==> config.mk <==
export PLATFORM = sky130hd
export DESIGN_NAME = alu_acc
export DESIGN_NICKNAME = d
export VERILOG_FILES = /design/src/rtl/alu_acc.sv
export SDC_FILE = /design/constraint.sdc
export NUM_CORES = 1
export LEC_CHECK = 0
export ABC_AREA = 1
export CAP_MARGIN = 20
export CORE_UTILIZATION = 39
export DETAILED_ROUTE_END_ITERATION = 8
export GPL_TIMING_DRIVEN = 0
export SLEW_MARGIN = 15
export SYNTH_ARGS = -nofsm -noshare
export SYNTH_HDL_FRONTEND = slang
export SYNTH_SLANG_ARGS = --single-unit
==> constraint.sdc <==
create_clock -name clk -period 2.41 [get_ports clk]
set_input_delay 0.482 -clock clk [delete_from_list [all_inputs] [get_ports clk]]
set_output_delay 0.482 -clock clk [all_outputs]
set_load 0.01 [all_outputs]
==> src/rtl/alu_acc.sv <==
// alu_acc: registered WIDTH-bit ALU with accumulator, handshake and sticky error.
// Optional feature macro: ALU_SAT_EN (saturate add/shl overflow instead of ERROR).
module alu_acc #(
    parameter int WIDTH = 16,
    parameter int CNT_W = 8
) (
    input  logic             clk,
    input  logic             rst_n,
    input  logic             in_valid,
    output logic             in_ready,
    input  logic [2:0]       op,
    input  logic             use_acc,
    input  logic [WIDTH-1:0] a,
    input  logic [WIDTH-1:0] b,
    input  logic             clr_err,
    output logic             out_valid,
    output logic [WIDTH-1:0] result,
    output logic             neg,
    output logic             sat,
    output logic             err,
    output logic [WIDTH-1:0] acc,
    output logic [CNT_W-1:0] op_cnt
);

    localparam logic [0:0] ST_RUN = 1'b0;
    localparam logic [0:0] ST_ERR = 1'b1;

    localparam logic [CNT_W-1:0] CNT_ONE = {{(CNT_W-1){1'b0}}, 1'b1};
    localparam logic [WIDTH-1:0] ONES    = {WIDTH{1'b1}};

    logic [0:0]       state;
    logic             accept;
    logic [WIDTH-1:0] opa;
    logic [WIDTH:0]   sum;
    logic [WIDTH-1:0] res_c;
    logic             neg_c;
    logic             ovf;

    assign in_ready = (state == ST_RUN);
    assign err      = (state == ST_ERR);
    assign accept   = in_valid && in_ready;
    assign opa      = use_acc ? acc : a;
    assign sum      = {1'b0, opa} + {1'b0, b};

    // Next result, sign flag and overflow for the presented op.
    always_comb begin
        res_c = '0;
        neg_c = 1'b0;
        ovf   = 1'b0;
        unique case (op)
            3'b000: begin
                res_c = sum[WIDTH-1:0];
                ovf   = sum[WIDTH];
            end
            3'b001: begin
                if (b > opa) begin
                    res_c = b - opa;
                    neg_c = 1'b1;
                end else begin
                    res_c = opa - b;
                end
            end
            3'b010: begin
                res_c = {opa[WIDTH-2:0], 1'b0};
                ovf   = opa[WIDTH-1];
            end
            3'b011: res_c = {1'b0, opa[WIDTH-1:1]};
            3'b100: res_c = opa & b;
            3'b101: res_c = opa | b;
            3'b110: res_c = opa ^ b;
            3'b111: res_c = ~opa;
        endcase
    end

`ifdef ALU_SAT_EN
    logic sat_q;
    assign sat = sat_q;

    // Saturation flag is registered alongside the result.
    always_ff @(posedge clk or negedge rst_n) begin
        if (!rst_n) begin
            sat_q <= 1'b0;
        end else if (accept) begin
            sat_q <= ovf;
        end
    end
`else
    assign sat = 1'b0;
`endif

    // Result, accumulator, counter and RUN/ERROR state update on accept.
    always_ff @(posedge clk or negedge rst_n) begin
        if (!rst_n) begin
            state     <= ST_RUN;
            out_valid <= 1'b0;
            result    <= '0;
            neg       <= 1'b0;
            acc       <= '0;
            op_cnt    <= '0;
        end else begin
            out_valid <= accept;
            if (accept) begin
                op_cnt <= op_cnt + CNT_ONE;
                if (!ovf) begin
                    result <= res_c;
                    neg    <= neg_c;
                    acc    <= res_c;
                end else begin
`ifdef ALU_SAT_EN
                    result <= ONES;
                    neg    <= 1'b0;
                    acc    <= ONES;
`else
                    result <= '0;
                    neg    <= 1'b0;
                    state  <= ST_ERR;
`endif
                end
            end else if (state == ST_ERR && clr_err) begin
                state <= ST_RUN;
            end
        end
    end

endmodule
==> impl_metrics.env <==
export IMPL_max_slew_margin=0.536
export IMPL_synth_cells=903
export IMPL_vias_per_cell=5.23
export IMPL_status="finished with violations"
export IMPL_setup_tns_final_ns=-1.61
export IMPL_syn_nets=1015
export IMPL_worstMarginPinSlew_ns=0.695
export IMPL_die_x_um=125
export IMPL_clk_path_buf_depth=2
export IMPL_clock_sinks=43
export IMPL_post_dp_cell_area_um2=7160
export IMPL_synth_edf_count=0
export IMPL_grt_pass1_vias=6293
export IMPL_first_iter_violations=496
export IMPL_drc=0
export IMPL_grt_pass1_wl_mm=33.3
export IMPL_syn_avg_cell_area_um2=6.51
export IMPL_drtAntennaViolNets=0
export IMPL_synth_top_area_share=0.183
export IMPL_rsz0062_at_grt="yes"
export IMPL_startpoint="use_acc"
export IMPL_violations="negative setup slack"
export IMPL_min_path_type="input pin to async pin"
export IMPL_ys_seq_area_frac=0.183
export IMPL_fin_area_um2=8780
export IMPL_worstPathCellList="buf_12 > buf_12 > nand2_4 > o21ai_4 > inv_2 > ha_4 > inv_4 > fa_2 > nand2_2 > nand2_4 > nand2_2 > nand2_2 > nand2_4 > nand2_4 > nand2_8 > buf_6 > buf_16 > nand2_2 > nand3_2 > nand3_2 > nand2_2 > nand2_1"
export IMPL_p_total_mw=5.99
export IMPL_port_buffers=83
export IMPL_cp_max_fo=6
export IMPL_tritoncts="done"
export IMPL_synth_area_top_cells="dfrtp_1 (18%), nand2_1 (18%), ha_1 (15%)"
export IMPL_top_layer="met4"
export IMPL_timing_rr_start="acc[1]"
export IMPL_cap_violations=0
export IMPL_yosysUniqueCellTypes=46
export IMPL_total_leakage_power_nw=4.50
export IMPL_synth_flop_cell="dfrtp_1"
export IMPL_maxSlewViolCount=0
export IMPL_start_kind="input pin"
export IMPL_start_util=0.403
export IMPL_met1_length_mm=9.56
export IMPL_slowest_stage="fa_2"
export IMPL_cts_max_level=2
export IMPL_pre_cts_ws_ns=-1.26
export IMPL_fin_crit_ns=2.51
export IMPL_wirelength_mm=21.4
export IMPL_cts_buffers=5
export IMPL_path_class="input pin to flip-flop"
export IMPL_rows=44
export IMPL_route_met2_wl_mm=9.86
export IMPL_yosys_area_top_type="dfrtp_1"
export IMPL_max_stage_delay_ns=0.36
export IMPL_fin_ws_ns=-0.104
export IMPL_pin_count=85
export IMPL_async_flop_share=1.00
export IMPL_met3_length_mm=1.23
export IMPL_clock_root_buffer="clkbuf_16"
export IMPL_grt_use_total=0.270
export IMPL_cp_top_family="simple AND/OR/NAND/NOR gates"
export IMPL_dp_hpwl_mm=15.9
export IMPL_syn_area_um2=5870
export IMPL_synth_seq_cells=43
export IMPL_fp_dieH_um=125
export IMPL_cp_end_kind="flip-flop"
export IMPL_final_setup_skew_ns=0.00715
export IMPL_critPathArrivalTime_ns=2.69
export IMPL_final_hold_viol_count=0
export IMPL_drtPass1Iterations=5
export IMPL_antenna_found_initial=0
export IMPL_clkLatencyLatePin_ns=0.28
export IMPL_max_freq_ghz=0.398
export IMPL_hold_worst_slack_ns=0.0616
export IMPL_n_antenna_cell=0
export IMPL_path_buf_inv=6
export IMPL_syn_to_final_growth_pct=49.4
export IMPL_wl_per_cell_um=16.9
export IMPL_clk_pin_slew_ns=0.06
export IMPL_coreArea_um2=14600
export IMPL_setup_viol=32
export IMPL_drive_above_1_share=0.303
export IMPL_crit_top_cell="nand2_2"
export IMPL_gp_congestion=0.966
export IMPL_finalCritPeriodShare=1.04
export IMPL_ir_drop_uv=515
export IMPL_die_area_um2=15600
export IMPL_grt_overflow_total=0
export IMPL_worstPathRequired_ns=2.59
export IMPL_fin_nets=1194
export IMPL_power_density_nw_per_um2=682
export IMPL_ys_warn_count=0
export IMPL_vias=6621
export IMPL_grt_max_degree=34
## repair_timing
action	4_1_cts	5_1_grt
setup buffers	69	20
hold buffers	0	0
gates resized for setup	159	71
pin swaps	75	42
gates cloned	3	1
endpoints found under the setup margin	34	32
## logic make-up after synthesis
group | synth area share
XOR/XNOR | 0.0388
buffers and inverters | 0.125
AO/OA/AOI/OAI | 0.118
flip-flops | 0.183
adder cells (fa/ha/maj) | 0.157
other | 0.000638
AND/OR/NAND/NOR | 0.377
## worst register-to-register path, stage by stage (launching register included)
cell	delay, ns
dfrtp_1	0.39
inv_1	0.08
nand2_4	0.06
o21ai_4	0.06
buf_6	0.12
buf_6	0.11
fa_2	0.38
nand2_2	0.11
nand2_4	0.07
nand2_2	0.06
nand2_2	0.06
nand2_4	0.09
nand2_4	0.06
nand2_8	0.12
buf_6	0.14
buf_16	0.13
nand2_2	0.05
nand3_2	0.09
nand3_2	0.07
nand2_2	0.09
nand2_1	0.05
## synth_stat cells (5+ instances only)
cell      instances
nand3_1          63
o21a_1            5
nor3_1           10
nand2_1         286
buf_6             8
dfrtp_1          43
o21bai_1          5
inv_2            10
ha_1             69
nor2_1           45
inv_1           124
nand4_1           8
o22ai_1          28
a21oi_1          37
buf_2             8
buf_4             7
xnor2_1           5
nand3_2          20
o21ai_0          28
xor2_1           21
nand2_2          27
## cell type report
cell class,count,area (um^2)
well taps,184,230
plain buffers,23,239
fillers,1368,5810
clock buffers,6,129
repair buffers,177,1650
multi-input cells,696,4890
inverters,136,553
flip-flops and latches,43,1080
clock inverters,2,12.5
## layout by cell type, fill, tap and decap left out, types with 10 or more instances in the layout
| cell | Yosys | final |
|---|---|---|
| dfrtp_1 | 43 | 43 |
| clkdlybuf4s50_1 | 0 | 50 |
| o21ai_4 | 0 | 10 |
| nand2_4 | 1 | 17 |
| ha_4 | 0 | 16 |
| o22ai_1 | 28 | 28 |
| nand3_2 | 20 | 29 |
| a21oi_1 | 37 | 26 |
| inv_1 | 124 | 109 |
| o21ai_0 | 28 | 14 |
| buf_6 | 8 | 14 |
| buf_4 | 7 | 83 |
| xor2_1 | 21 | 20 |
| inv_2 | 10 | 16 |
| dlygate4sd2_1 | 0 | 29 |
| nor2_1 | 45 | 39 |
| nand3_1 | 63 | 48 |
| ha_1 | 69 | 52 |
| nand2_1 | 286 | 244 |
| nand2_2 | 27 | 52 |
## final timing paths
| check | end | slack, ns | cells past startpoint |
|---|---|---|---|
| max in group asynchronous | acc[10] | 1.89 | 2 |
| worst max register to register | result[6] | -0.09 | 20 |
| worst min-delay path | op_cnt[7] | 0.06 | 1 |
| min in group clk | result[14] | 0.48 | 2 |
| worst max-delay path | result[6] | -0.10 | 22 |
| worst min register to register | result[14] | 0.48 | 2 |
## stage by stage
stage                util  std cells
global route        0.602       1267
global placement    0.490       1170
CTS                 0.570       1247
detailed placement  0.491       1171
floorplan               -        903
finish              0.602       1267
## per-layer routing
layer | track usage | vias up
li1 | - | 3239
met1 | 0.367 | 3086
met2 | 0.434 | 250
met3 | 0.0361 | 46
met4 | 0.0971 | 0
met5 | 0 | -
## registers in the layout, indices dropped and copies added (netlist names)
name,cells
acc,16
result,16
op_cnt,8
err,1
neg,1
out_valid,1
## power breakdown
part,switching [mW],leakage (nW),internal (mW)
logic,2.31,3.89,1.92
registers,0.160,0.541,0.933
clock network,0.274,0.0669,0.382
total,2.75,4.50,3.24
No activity file was read; power rests on OpenSTA's default activity.
